### src/rtl/axi_dma_pkg.sv
// Shared types and constants for the DMA read arbiter: FSM state encoding,
// fixed AXI AR attributes and the 4 KB burst boundary check.
package axi_dma_pkg;

   typedef enum logic [1:0] {
      ST_IDLE = 2'd0,
      ST_ADDR = 2'd1,
      ST_DATA = 2'd2
   } state_t;

   localparam logic [3:0]  AR_CACHE    = 4'b0011;
   localparam logic [2:0]  AR_PROT     = 3'b000;
   localparam int unsigned BOUNDARY_4K = 4096;

   // True when a burst starting at this page offset runs past the 4 KB page.
   function automatic logic crosses_4k(input logic [11:0]  offset,
                                       input logic [7:0]   len,
                                       input int unsigned  beat_bytes);
      int unsigned span;
      span = 32'(offset) + (32'(len) + 32'd1) * beat_bytes;
      return (span > BOUNDARY_4K);
   endfunction

endpackage

### src/rtl/rr_arbiter_2.sv
// Two-way round-robin arbiter. A lone requester always wins; on a tie the
// pointer holder wins. After a taken grant the pointer moves to the loser.
module rr_arbiter_2 (
   input  logic       clk,
   input  logic       reset,
   input  logic [1:0] req,
   input  logic       advance,
   output logic       grant,
   output logic       grant_valid
);

   logic ptr;

   // Priority pointer, moves away from whoever was just granted.
   always_ff @(posedge clk or posedge reset) begin
      if (reset)
         ptr <= 1'b0;
      else if (advance && grant_valid)
         ptr <= ~grant;
   end

   // Grant selection: tie goes to the pointer, otherwise the only requester.
   always_comb begin
      grant_valid = |req;
      if (req == 2'b11)
         grant = ptr;
      else
         grant = req[1];
   end

endmodule

### src/rtl/axi_dma_rd_arbiter.sv
// Arbitrates two DMA read requesters onto one AXI4 read master port with a
// single burst outstanding. R-channel beats are passed through combinationally
// to the granted requester.
//
//   state   | meaning
//   --------+--------------------------------------------------------------
//   IDLE    | no burst; grant one request (or reject a 4 KB crossing)
//   ADDR    | AR presented with latched addr/len until m_arready
//   DATA    | beats forwarded to granted requester until count == len
module axi_dma_rd_arbiter
   import axi_dma_pkg::*;
#(
   parameter int ADDR_WIDTH = 32,
   parameter int DATA_WIDTH = 32
) (
   input  logic                       clk,
   input  logic                       reset,
   input  logic [1:0]                 req_valid,
   output logic [1:0]                 req_ready,
   input  logic [1:0][ADDR_WIDTH-1:0] req_addr,
   input  logic [1:0][7:0]            req_len,
   output logic [DATA_WIDTH-1:0]      rd_data,
   output logic [1:0]                 rd_valid,
   output logic                       rd_last,
   input  logic [1:0]                 rd_ready,
   output logic [ADDR_WIDTH-1:0]      m_araddr,
   output logic [7:0]                 m_arlen,
   output logic [2:0]                 m_arsize,
   output logic [3:0]                 m_arcache,
   output logic [2:0]                 m_arprot,
   output logic                       m_arvalid,
   input  logic                       m_arready,
   input  logic [DATA_WIDTH-1:0]      m_rdata,
   input  logic                       m_rlast,
   input  logic                       m_rvalid,
   output logic                       m_rready,
   output logic                       busy,
   output logic                       err_4k
);

   localparam int unsigned BEAT_BYTES = DATA_WIDTH / 8;
   localparam logic [2:0]  AR_SIZE    = 3'($clog2(BEAT_BYTES));

   state_t                state, state_nxt;
   logic                  grant, grant_valid;
   logic                  advance, load, beat_take, req_bad;
   logic                  gnt_q;
   logic [ADDR_WIDTH-1:0] addr_q;
   logic [7:0]            len_q;
   logic [7:0]            beat_cnt;

   rr_arbiter_2 u_rr (
      .clk         (clk),
      .reset       (reset),
      .req         (req_valid),
      .advance     (advance),
      .grant       (grant),
      .grant_valid (grant_valid)
   );

   assign req_bad   = crosses_4k(req_addr[grant][11:0], req_len[grant], BEAT_BYTES);
   assign rd_data   = m_rdata;
   assign m_araddr  = addr_q;
   assign m_arlen   = len_q;
   assign m_arsize  = AR_SIZE;
   assign m_arcache = AR_CACHE;
   assign m_arprot  = AR_PROT;

   // State register.
   always_ff @(posedge clk or posedge reset) begin
      if (reset)
         state <= ST_IDLE;
      else
         state <= state_nxt;
   end

   // Next-state and output decode; reset also masks the grant handshake.
   always_comb begin
      state_nxt = state;
      req_ready = 2'b00;
      err_4k    = 1'b0;
      advance   = 1'b0;
      load      = 1'b0;
      m_arvalid = 1'b0;
      m_rready  = 1'b0;
      rd_valid  = 2'b00;
      rd_last   = 1'b0;
      busy      = 1'b0;
      beat_take = 1'b0;
      case (state)
         ST_IDLE: begin
            if (grant_valid && !reset) begin
               req_ready[grant] = 1'b1;
               advance          = 1'b1;
               if (req_bad) begin
                  err_4k = 1'b1;
               end else begin
                  load      = 1'b1;
                  state_nxt = ST_ADDR;
               end
            end
         end
         ST_ADDR: begin
            busy      = 1'b1;
            m_arvalid = 1'b1;
            if (m_arready)
               state_nxt = ST_DATA;
         end
         ST_DATA: begin
            busy            = 1'b1;
            m_rready        = rd_ready[gnt_q];
            rd_valid[gnt_q] = m_rvalid;
            rd_last         = m_rlast;
            beat_take       = m_rvalid && rd_ready[gnt_q];
            if (beat_take && (beat_cnt == len_q))
               state_nxt = ST_IDLE;
         end
         default: state_nxt = ST_IDLE;
      endcase
   end

   // Latch the granted request for the AR channel and beat routing.
   always_ff @(posedge clk or posedge reset) begin
      if (reset) begin
         addr_q <= '0;
         len_q  <= '0;
         gnt_q  <= 1'b0;
      end else if (load) begin
         addr_q <= req_addr[grant];
         len_q  <= req_len[grant];
         gnt_q  <= grant;
      end
   end

   // Accepted-beat counter; burst length comes from len, not m_rlast.
   always_ff @(posedge clk or posedge reset) begin
      if (reset)
         beat_cnt <= '0;
      else if (load)
         beat_cnt <= '0;
      else if (beat_take) begin
         if (beat_cnt == len_q)
            beat_cnt <= '0;
         else
            beat_cnt <= beat_cnt + 8'd1;
      end
   end

endmodule

### config.mk
export PLATFORM = sky130hd
export DESIGN_NAME = axi_dma_rd_arbiter
export DESIGN_NICKNAME = d
export VERILOG_FILES = /design/src/rtl/axi_dma_pkg.sv /design/src/rtl/rr_arbiter_2.sv /design/src/rtl/axi_dma_rd_arbiter.sv
export SDC_FILE = /design/constraint.sdc
export NUM_CORES = 1
export LEC_CHECK = 0
export ABC_AREA = 0
export BUFFER_PORTS_ARGS = -buffer_cell sky130_fd_sc_hd__buf_2
export CORE_UTILIZATION = 25
export DETAILED_ROUTE_END_ITERATION = 16
export PLACE_DENSITY = 0.52
export SLEW_MARGIN = 10
export SYNTH_ARGS = -nofsm -noshare
export SYNTH_HDL_FRONTEND = slang
export SYNTH_SLANG_ARGS = --single-unit
### constraint.sdc
create_clock -name clk -period 5.36 [get_ports clk]
set_input_delay 0.536 -clock clk [delete_from_list [all_inputs] [get_ports clk]]
set_output_delay 0.536 -clock clk [all_outputs]
set_load 0.1 [all_outputs]
==> summary.md <==
| Metric | Value |
|---|---|
| Status | `finished clean` |
| Average size of a mapped cell | `9.01 sq um` |
| Yosys cell types | `45` |
| Bufs on Longest Clock Path | `2` |
| Syn Inst Count | `416` |
| I/O pins | `212` |
| # DRC | `0` |
| Filler Cell Count | `1569` |
| First-pass GRT wire length | `17400 um` |
| Most frequent cells in the layout | `136 x buf_2, 52 x dfrtp_1, 50 x nand2_1, 41 x o21ai_0, 29 x mux2i_1` |
| Post-Synth XOR/XNOR Area | `0.0468` |
| Slew Limit Fails | `0` |
| Number of diodes | `0` |
| 1st-pass router iterations | `4` |
| Synth Cell Area | `3750 sq um` |
| Final hold violation count | `0` |
| Synth Area in Adders | `0.0521` |
| CP arrival | `4.42 ns` |
| Cell area power density | `685 nW/um^2` |
| Synth area leader | `dfrtp_1` |
| Synth top area cells | `dfrtp_1 35%, buf_4 8.6%, mux2i_1 8.0%, o21ai_0 5.5%, nand2_1 5.1%` |
| Clock Skew | `0.0103 ns` |
| Antenna violations before repair | `0` |
| Setup bufs post-CTS | `0` |
| Gr ovfl total | `0` |
| Synthesis Warnings | `0` |
| DIE WIDTH | `124 um` |
| Finished Cell Area | `4510 sq um` |
| Core Rows | `44` |
| Fin crit share | `0.924` |
| Peak supply drop | `0.337 mV` |
| Worst hold path class | `reg -> reg` |
| Multiplexer share of the synthesized area | `0.124` |
| Routed length per instance | `15.3 um` |
| Final wirelength | `10800 um` |
| Tightest Pin Transition | `0.997 ns` |
| Clock Sinks | `52` |
| Layout cells sized above 1 | `0.338` |
| Seq/Total Area, Yosys | `0.347` |
| Starting Density | `0.257` |
| CP Max Fanout | `32` |
| Core area | `14600 sq um` |
| Via density | `4.67` |
| DP Area | `4360 sq um` |
| Seq cells post-synth | `52` |
| CTS clk-pin slew, worst paths | `0.07 ns` |
| GRT Overall Usage | `0.139` |
| Crit path launch type | `register` |
| Placer Congestion | `0.828` |
| DP HPWL | `8490 um` |
| CP endpoint kind | `output port` |
| Required time worst endpoint | `4.82 ns` |
| Setup tns final | `0 ns` |
| CTS Buf Count | `5` |
| Complex-gate fraction of the synthesized area | `0.175` |
| Root buffer cell | `clkbuf_16` |
| Simple-gate portion of the synthesized area | `0.128` |
| RSZ-0062 raised after global routing | `false` |
| Pin count of the biggest net entering global routing | `53` |
| Max-cap viol count | `0` |
| Setup-failing EPs final | `0` |
| Worst skew pair latency | `0.29 ns` |
| 1st-iter DRT viols | `151` |
| H-tree depth | `2` |
| Static leakage | `2.26 nW` |
| Largest family of logic cells by synthesized area | `compound AO/OA/AOI/OAI gates` |
| Remaining antenna violation count | `0` |
| Relative slew margins | `0.336` |
| Commonest non-fill, non-tap cell in the layout | `buf_2` |
| CTS tree | `built` |
| Die Area | `15500 sq um` |
| IO Port Bufs | `137` |
| Layout area overhead | `20.4%` |
| Fmax | `0.202 GHz` |
| Vias in the first global route | `3254` |
| Vias | `3281` |
| Die Y | `124 um` |
| CP Class | `reg -> out` |
| Post-synth top area share | `0.347` |
| Post-layout nets | `653` |
| Min Tclk post-route | `4.95 ns` |
-- per-layer routing --
| metal | vias to the layer above | GRT usage | wire, um |
|---|---|---|---|
| li1 | 1608 | - | - |
| met1 | 1524 | 0.189 | 5080 |
| met2 | 139 | 0.226 | 4800 |
| met3 | 10 | 0.0322 | 802 |
| met4 | 0 | 0.0241 | 89 |
| met5 | - | 0 | 0 |
-- what timing repair did --
| item | in CTS | in global routing |
|---|---|---|
| hold buffers | 0 | 0 |
| resized for setup | 0 | 1 |
| endpoints found under the setup margin | 0 | 1 |
-- worst max-delay path, stage by stage, from the launching register on --
cell and delay (ns):
dfrtp_1 0.34, nand2b_1 0.17, and2_1 0.40, nand2_1 0.10, nand2_1 0.12, ha_1 0.21, nand2_1 0.06, nor2_1 0.13
xnor2_1 0.09, ha_1 0.38, a211o_1 0.36, a2111oi_4 0.40, o221ai_2 0.18, a2111oi_4 0.35, a41oi_2 0.17, buf_4 0.26
nor2b_1 0.20, buf_12 0.19
-- cell type report --
class	instances	area, sq um	share of cell area
clock buffer	7	133	0.0294
clock inverter	1	8.76	0.00194
inverter	12	45.0	0.00999
multi-input combinational	299	2020	0.447
sequential	52	1300	0.289
tap	184	230	0.0511
timing repair buffer	147	776	0.172
-- synthesized netlist by cell type, drive strengths merged --
library cell,count
o21ai,69
dfrtp,52
nand2,51
buf,48
mux2i,30
ha,14
mux2,14
nor2,14
clkbuf,13
xnor2,13
inv,12
a21oi,9
and3,7
nor3,7
xor2,7
nand3,6
nand4,6
a211oi,5
and2,4
o211ai,4
a31oi,3
nand2b,3
a2111oi,2
a21o,2
conb,2
nor2b,2
nor3b,2
o21bai,2
a211o,1
a221o,1
a221oi,1
a31o,1
a41oi,1
fa,1
nor4,1
o211a,1
o21a,1
o221ai,1
o311ai,1
or2,1
or3,1
-- sequential cells by signal, indices dropped and copies added (netlist names) --
signal and cells:
state 2, beat_cnt 8, m_araddr 32, gnt_q 1
m_arlen 8, u_rr.ptr 1
-- through the flow --
| stage | power, mW | hold WS (ns) | instances | setup WS (ns) | utilization |
|---|---|---|---|---|---|
| floorplan | 2.53 | 0.484 | 424 | 0.0489 | - |
| global placement | 2.77 | 0.492 | 694 | 0.503 | 0.299 |
| detailed placement | 2.79 | 0.495 | 694 | 0.320 | 0.299 |
| CTS | 3.12 | 0.513 | 702 | 0.359 | 0.309 |
| global route | 3.25 | 0.527 | 702 | 0.00136 | 0.309 |
| finish | 3.09 | 0.507 | 702 | 0.409 | 0.309 |
-- final timing paths --
path / start / end / slack, ns / cells after the start
worst max-delay path: u_rr.ptr$_DFFE_PP0P_ / err_4k / 0.41 / 17
worst max register to register: u_rr.ptr$_DFFE_PP0P_ / beat_cnt[5]$_DFFE_PP0P_ / 0.68 / 17
max in group asynchronous: reset / m_arlen[7]$_DFFE_PP0P_ / 4.34 / 3
min in group asynchronous: reset / m_araddr[28]$_DFFE_PP0P_ / 0.56 / 3
worst min-delay path: m_araddr[3]$_DFFE_PP0P_ / m_araddr[3]$_DFFE_PP0P_ / 0.51 / 1
worst min register to register: m_araddr[3]$_DFFE_PP0P_ / m_araddr[3]$_DFFE_PP0P_ / 0.51 / 1
-- power breakdown --
group	internal (mW)	switching, mW	leakage [nW]
sequential	0.554	0.106	0.655
clock	0.175	0.144	0.0681
combinational	0.421	1.69	1.54
total	1.15	1.94	2.26
-- logic make-up (layout without fill, tap and decap cells) --
| kind of cell | count (synthesis) | count (layout) |
|---|---|---|
| AOI/OAI and AO/OA | 105 | 105 |
| xor gates and xnor gates | 20 | 20 |
| adders and majority gates | 15 | 15 |
| buffers and inverters | 73 | 167 |
| DFF | 52 | 52 |
| muxes | 44 | 44 |
| other | 2 | 10 |
| and+or+nand+nor | 105 | 105 |
(Power assumes the default switching activity.)
